**config.mk**
```make
export PLATFORM = sky130hd
export DESIGN_NAME = dpd_unpack_stream_flat
export DESIGN_NICKNAME = d
export VERILOG_FILES = /design/src/rtl/dpd_pkg.sv /design/src/rtl/dpd_unpack_stream_if.sv /design/src/rtl/dpd_declet_unpack.sv /design/src/rtl/dpd_unpack_stream.sv /design/src/flat_wrapper.sv
export SDC_FILE = /design/constraint.sdc
export NUM_CORES = 1
export LEC_CHECK = 0
export CORE_ASPECT_RATIO = 0.9
export CORE_MARGIN = 2
export CORE_UTILIZATION = 57
export DETAILED_ROUTE_END_ITERATION = 16
export PLACE_DENSITY = 0.83
export SKIP_CTS_REPAIR_TIMING = 1
export SLEW_MARGIN = 20
export SYNTH_ARGS = -nofsm -noshare
export SYNTH_HDL_FRONTEND = slang
export SYNTH_SLANG_ARGS = --single-unit
```
**constraint.sdc**
```tcl
create_clock -name clk -period 8.3 [get_ports clk]
set_clock_uncertainty 0.15 [all_clocks]
set_input_delay 1.66 -clock clk [delete_from_list [all_inputs] [get_ports clk]]
set_output_delay 1.66 -clock clk [all_outputs]
set_load 0.01 [all_outputs]
```
**src/rtl/dpd_pkg.sv**
```systemverilog
// Shared types and helpers for the DPD (densely packed decimal) declet unpacker.
package dpd_pkg;

    localparam int DECLET_W          = 10;
    localparam int DIGITS_PER_DECLET = 3;

    typedef logic [3:0]          bcd_digit_t;
    typedef logic [DECLET_W-1:0] declet_t;

    typedef enum logic {
        IDLE,
        DRAIN
    } state_t;

    // 24 codes alias canonical 8/9 patterns: all-large-digit form with b9:8 set.
    function automatic logic is_noncanon(declet_t d);
        return (d[3:1] == 3'b111) && (d[6:5] == 2'b11) && (d[9:8] != 2'b00);
    endfunction

endpackage

```
**src/rtl/dpd_unpack_stream_if.sv**
```systemverilog
// Stream bundle for dpd_unpack_stream: word-in handshake and digit-out handshake.
interface dpd_unpack_stream_if #(
    parameter int DECLETS = 3
) ();
    import dpd_pkg::*;

    logic                        in_valid;
    logic                        in_ready;
    logic [DECLET_W*DECLETS-1:0] in_dpd;
    logic                        out_valid;
    logic                        out_ready;
    bcd_digit_t                  out_digit;
    logic                        out_first;
    logic                        out_last;
    logic                        out_noncanon;

    modport master (
        output in_valid, in_dpd, out_ready,
        input  in_ready, out_valid, out_digit, out_first, out_last, out_noncanon
    );

    modport slave (
        input  in_valid, in_dpd, out_ready,
        output in_ready, out_valid, out_digit, out_first, out_last, out_noncanon
    );

endinterface

```
**src/rtl/dpd_declet_unpack.sv**
```systemverilog
// Combinational decode of one 10-bit DPD declet into three BCD digits (d2 most significant).
module dpd_declet_unpack
    import dpd_pkg::*;
(
    input  declet_t    dpd,
    output bcd_digit_t d2,
    output bcd_digit_t d1,
    output bcd_digit_t d0,
    output logic       noncanon
);

    always_comb begin
        // NOTE: every output gets a value before any branch so no path leaves one unassigned (no latch).
        d2 = {1'b0, dpd[9:7]};
        d1 = {1'b0, dpd[6:4]};
        d0 = {1'b0, dpd[2:0]};
        if (dpd[3]) begin
            unique case (dpd[2:1])
                2'b00: begin
                    d0 = {3'b100, dpd[0]};
                end
                2'b01: begin
                    d1 = {3'b100, dpd[4]};
                    d0 = {1'b0, dpd[6:5], dpd[0]};
                end
                2'b10: begin
                    d2 = {3'b100, dpd[7]};
                    d0 = {1'b0, dpd[9:8], dpd[0]};
                end
                2'b11: begin
                    unique case (dpd[6:5])
                        2'b00: begin
                            d2 = {3'b100, dpd[7]};
                            d1 = {3'b100, dpd[4]};
                            d0 = {1'b0, dpd[9:8], dpd[0]};
                        end
                        2'b01: begin
                            d2 = {3'b100, dpd[7]};
                            d1 = {1'b0, dpd[9:8], dpd[4]};
                            d0 = {3'b100, dpd[0]};
                        end
                        2'b10: begin
                            d1 = {3'b100, dpd[4]};
                            d0 = {3'b100, dpd[0]};
                        end
                        2'b11: begin
                            // b9:8 ignored here, so non-canonical codes still decode to 8/9.
                            d2 = {3'b100, dpd[7]};
                            d1 = {3'b100, dpd[4]};
                            d0 = {3'b100, dpd[0]};
                        end
                    endcase
                end
            endcase
        end
    end

    assign noncanon = is_noncanon(dpd);

endmodule

```
**src/rtl/dpd_unpack_stream.sv**
```systemverilog
// Accepts a word of DECLETS packed declets and emits its BCD digits serially, MS first.
// Optional leading-zero suppression is enabled by defining DPD_LZ_SUPPRESS_EN.
module dpd_unpack_stream
    import dpd_pkg::*;
#(
    parameter int DECLETS = 3
) (
    input logic                clk,
    input logic                rst_n,
    dpd_unpack_stream_if.slave s
);

    localparam int NDIG  = DIGITS_PER_DECLET * DECLETS;
    localparam int IDX_W = $clog2(NDIG);

    typedef logic [IDX_W-1:0] idx_t;
    localparam idx_t LAST_IDX = idx_t'(NDIG - 1);

    bcd_digit_t         dec_d2 [DECLETS];
    bcd_digit_t         dec_d1 [DECLETS];
    bcd_digit_t         dec_d0 [DECLETS];
    logic [DECLETS-1:0] dec_nc;

    for (genvar k = 0; k < DECLETS; k++) begin : g_dec
        dpd_declet_unpack u_dec (
            .dpd      (s.in_dpd[DECLET_W*k +: DECLET_W]),
            .d2       (dec_d2[k]),
            .d1       (dec_d1[k]),
            .d0       (dec_d0[k]),
            .noncanon (dec_nc[k])
        );
    end

    // Digit index 0 is the most significant digit, i.e. d2 of the highest declet.
    bcd_digit_t new_dig [NDIG];
    always_comb begin
        new_dig = '{default: '0};
        for (int k = 0; k < DECLETS; k++) begin
            new_dig[DIGITS_PER_DECLET*(DECLETS-1-k)]     = dec_d2[k];
            new_dig[DIGITS_PER_DECLET*(DECLETS-1-k) + 1] = dec_d1[k];
            new_dig[DIGITS_PER_DECLET*(DECLETS-1-k) + 2] = dec_d0[k];
        end
    end

    idx_t start_new;
`ifdef DPD_LZ_SUPPRESS_EN
    always_comb begin
        start_new = LAST_IDX;
        for (int i = NDIG - 1; i >= 0; i--) begin
            if (new_dig[i] != 4'd0) start_new = idx_t'(i);
        end
    end
`else
    assign start_new = '0;
`endif

    state_t             state_q, state_d;
    idx_t               index_q, index_d;
    idx_t               first_q;
    bcd_digit_t         digit_q [NDIG];
    logic [DECLETS-1:0] nc_q;

    logic drain, at_last, accept, fire, nc_sel;

    assign drain   = (state_q == DRAIN);
    assign at_last = drain && (index_q == LAST_IDX);

    assign s.in_ready     = !drain || (at_last && s.out_ready);
    assign s.out_valid    = drain;
    assign s.out_first    = drain && (index_q == first_q);
    assign s.out_last     = at_last;
    assign s.out_digit    = drain ? digit_q[index_q] : '0;
    assign s.out_noncanon = drain && nc_sel;

    assign accept = s.in_valid && s.in_ready;
    assign fire   = s.out_valid && s.out_ready;

    always_comb begin
        nc_sel = 1'b0;
        for (int k = 0; k < DECLETS; k++) begin
            if (int'(index_q) / DIGITS_PER_DECLET == DECLETS - 1 - k) nc_sel = nc_q[k];
        end
    end

    // A word accepted on the final-digit handshake reloads and keeps draining with no bubble.
    always_comb begin
        state_d = state_q;
        index_d = index_q;
        unique case (state_q)
            IDLE: begin
                if (accept) begin
                    state_d = DRAIN;
                    index_d = start_new;
                end
            end
            DRAIN: begin
                if (accept) begin
                    index_d = start_new;
                end else if (fire) begin
                    if (at_last) begin
                        state_d = IDLE;
                        index_d = '0;
                    end else begin
                        index_d = index_q + idx_t'(1);
                    end
                end
            end
        endcase
    end

    // NOTE: sequential state uses non-blocking assignments so every register samples pre-edge values.
    always_ff @(posedge clk or negedge rst_n) begin
        if (!rst_n) begin
            state_q <= IDLE;
            index_q <= '0;
            first_q <= '0;
        end else begin
            state_q <= state_d;
            index_q <= index_d;
            if (accept) first_q <= start_new;
        end
    end

    // NOTE: the digit store is deliberately not reset; outputs are gated by state, so stale contents never escape.
    always_ff @(posedge clk) begin
        if (accept) begin
            digit_q <= new_dig;
            nc_q    <= dec_nc;
        end
    end

endmodule

```
**src/flat_wrapper.sv**
```systemverilog
// flat-port wrapper written by rule: the top's interface ports become plain ports
module dpd_unpack_stream_flat import dpd_pkg::*;
#(
    parameter int DECLETS = 3
)
  (clk, rst_n, s_in_valid, s_in_dpd, s_out_ready, s_in_ready, s_out_valid, s_out_digit, s_out_first, s_out_last, s_out_noncanon);
  dpd_unpack_stream_if #(.DECLETS(DECLETS)) s_i ();
  input logic clk;
  input logic rst_n;
  input wire logic [$bits(s_i.in_valid)-1:0] s_in_valid;
  input wire logic [$bits(s_i.in_dpd)-1:0] s_in_dpd;
  input wire logic [$bits(s_i.out_ready)-1:0] s_out_ready;
  output wire logic [$bits(s_i.in_ready)-1:0] s_in_ready;
  output wire logic [$bits(s_i.out_valid)-1:0] s_out_valid;
  output wire logic [$bits(s_i.out_digit)-1:0] s_out_digit;
  output wire logic [$bits(s_i.out_first)-1:0] s_out_first;
  output wire logic [$bits(s_i.out_last)-1:0] s_out_last;
  output wire logic [$bits(s_i.out_noncanon)-1:0] s_out_noncanon;
  assign s_i.in_valid = s_in_valid;
  assign s_i.in_dpd = s_in_dpd;
  assign s_i.out_ready = s_out_ready;
  assign s_in_ready = s_i.in_ready;
  assign s_out_valid = s_i.out_valid;
  assign s_out_digit = s_i.out_digit;
  assign s_out_first = s_i.out_first;
  assign s_out_last = s_i.out_last;
  assign s_out_noncanon = s_i.out_noncanon;
  dpd_unpack_stream #(.DECLETS(DECLETS)) u_core (.clk(clk), .rst_n(rst_n), .s(s_i));
endmodule
```
==> flow_metrics.tcl <==
set metrics [dict create \
    worstPathMaxFanout 16 \
    wl_met1_mm 2.24 \
    grt_overflow 0 \
    p_clk_frac 0.179 \
    met3WireLength_um 199 \
    syn_area_um2 2480 \
    tightest_slew_ps 735 \
    cts_tree "done" \
    synth-seq-cells 44 \
    die_x_um 73.6 \
    synth_cell_types 41 \
    design_area_um2 2990 \
    worst_path_largest_cell_delay_ps 660 \
    cp.required_ps 6490 \
    tns_ps 0 \
    wirelength_mm 4.92 \
    yosys.area_share.simple 0.159 \
    critPathLaunchType "register" \
    io-pin-count 43 \
    worst_slack_ps 3130 \
    die_y_um 66.6 \
    antenna_found_initial 0 \
    synth_top_family_by_area "simple AND/OR/NAND/NOR gates" \
    seq_power_share 0.425 \
    ys_warn_count 0 \
    ys_async_sr_fraction 0.114 \
    cp_slowest_cell "dfrtp_1" \
    start_util 0.602 \
    cts_buffers 5 \
    finalHoldViolations 0 \
    antenna_cells 0 \
    fmax_ghz 0.193 \
    drcViolationCount 0 \
    endpoint_kind "output port" \
    final_antenna_net_count 0 \
    rows 22 \
    p_leak_nw 1.05 \
    finalCritPeriodShare 0.623 \
    cp_data_arrival_time_ps 3360 \
    path_cells "inv_1 > nor2_1 > ha_1 > inv_1 > ha_1 > nor3b_1 > a31oi_1 > o211ai_1 > mux2i_1 > clkdlybuf4s50_1" \
    p_per_area_nw_per_um2 251 \
    syn-num-nets 256 \
    drive_above_1_share 0.0791 \
    grt_setup_unrepaired "false" \
    cts_sinks 44 \
    fp.dieArea_um2 4900 \
    synthFlopType "edfxtp_1" \
    critPathBufInv 3 \
    synth_mux_area_frac 0.102 \
    maxSlewViolCount 0 \
    io_buffers 42 \
    area_delta_synth_final_pct 20.5 \
    combPwrFrac 0.396 \
    nets 292 \
    syn_inst 216 \
    dpl.hpwl_mm 3.57 \
    routabilityCongestion 0.832 \
    yosysSeqAreaShare 0.522 \
    hold_path_class "register to register" \
    place_ws_ps 3400 \
    fin_crit_ps 5170 \
    synth_xor_area_frac 0 \
    initialDrtViolationCount 86 \
    cts.clk_slew.worst_paths_ps 80 \
    drtPass1Iterations 4 \
    netSwitchingPower_uw 252 \
    switching_share 0.335 \
    vias 1826 \
    wl_met2_mm 2.43 \
    synth_compound_area_frac 0.145 \
    synth_fa_ha_area_frac 0.0302 \
    vias_per_cell 6.07 \
    p_int_uw 499 \
    root_buffer "clkbuf_8" \
    synth_edf_count 39 \
    grt_pass1_wl_mm 7.96 \
    htree_levels 2 \
    clock_latency_ps 300 \
    setup_viol 0 \
    worst-setup-path-type "register to output port" \
    path_delay_family "buffers and inverters" \
    grt.total_usage 0.223 \
    avgSynthCellArea_um2 11.5 \
    grt_max_degree 40 \
    core-area_um2 4130 \
    outcome "complete, no violations" \
    vdd_drop_max_v 0.000140 \
    top_layer "met4" \
    cts_buffer_depth 2 \
    max-cap-violations 0 \
    detail_route.wl_per_cell_um 16.4 \
    grt_pass1_vias 1649 \
    slew_headroom 0.510 \
    dpl_cell_area_um2 2900 \
]
-- path summary, 6_finish.rpt --
kind,slack [ps],from,depth (start not counted),end
min in group asynchronous,1430,rst_n,1,u_core.s.out_valid$_DFF_PN0_
setup reg to reg,5800,u_core.index_q[0]$_DFFE_PN0P_,6,u_core.digit_q[9]$_DFFE_PP_
max in group asynchronous,6370,rst_n,1,u_core.index_q[2]$_DFFE_PN0P_
hold reg to reg,670,u_core.s.out_valid$_DFF_PN0_,1,u_core.index_q[1]$_DFFE_PN0P_
hold / removal,670,u_core.s.out_valid$_DFF_PN0_,1,u_core.index_q[1]$_DFFE_PN0P_
setup / recovery,3130,u_core.index_q[2]$_DFFE_PN0P_,10,s_out_noncanon
-- Yosys cell counts, drive strengths merged (6+ instances only) --
cell type	count	share of area
clkbuf	10	0.015
nor2b	11	0.028
o21ai	14	0.028
inv	9	0.014
nor2	9	0.014
nand2	18	0.027
edfxtp	39	0.47
a21oi	13	0.026
mux4	8	0.073
nand3	8	0.016
ha	6	0.030
a31oi	8	0.020
nor3b	7	0.021
-- cells in the final DEF (no fill, tap or decap), types with 4 or more instances in the layout --
cell,n
a21boi_0,4
a21oi_1,13
a31oi_1,8
and2_1,4
clkbuf_8,6
clkdlybuf4s50_1,42
dfrtp_1,5
edfxtp_1,39
ha_1,6
inv_1,9
mux2i_1,5
mux4_2,8
nand2_1,18
nand3_1,8
nor2_1,9
nor2b_1,11
nor3b_1,7
o21ai_0,14
-- power groups by stage --
| stage | logic (mW) | registers (mW) | clock network, mW |
|---|---|---|---|
| global route | 0.331 | 0.326 | 0.148 |
| floorplan | 0.237 | 0.284 | 0 |
| CTS | 0.300 | 0.318 | 0.137 |
| finish | 0.297 | 0.319 | 0.135 |
| global placement | 0.292 | 0.323 | 0 |
| detailed placement | 0.298 | 0.323 | 0 |
-- layer usage --
| metal | vias to the layer above | global-route usage |
|---|---|---|
| met5 | - | 0 |
| met3 | 7 | 0.0651 |
| met4 | 0 | 0.0591 |
| met2 | 38 | 0.354 |
| met1 | 876 | 0.302 |
| li1 | 905 | - |
-- area by class of cell --
class | instances | area (um^2)
Timing Repair Buffer | 43 | 428
Inverter | 9 | 33.8
Fill cell | 304 | 1140
Tap cell | 48 | 60.1
Sequential cell | 44 | 1300
Clock buffer | 8 | 90.1
Multi-Input combinational cell | 149 | 1080
-- through the flow --
stage / utilization / cells / hold slack [ps] / power, mW
finish: 0.725 / 301 / 671 / 0.751
global route: 0.725 / 301 / 720 / 0.806
CTS: 0.725 / 301 / 663 / 0.756
detailed placement: 0.703 / 293 / 653 / 0.621
global placement: 0.703 / 293 / 645 / 0.614
floorplan: - / 216 / 505 / 0.521
-- logic make-up (layout without fill, tap and decap cells) --
group,after synthesis,after routing
fa+ha+maj,6,6
buf+inv,23,60
simple gates,72,72
compound gates,56,56
mux,15,15
flops,44,44
-- flip-flops by register name, summed over array words and instances, names as in the netlist --
register,count
u_core.digit_q,36
u_core.index_q,4
u_core.nc_q,3
u_core.s.out_valid,1
No activity file was read; power rests on OpenSTA's default activity.
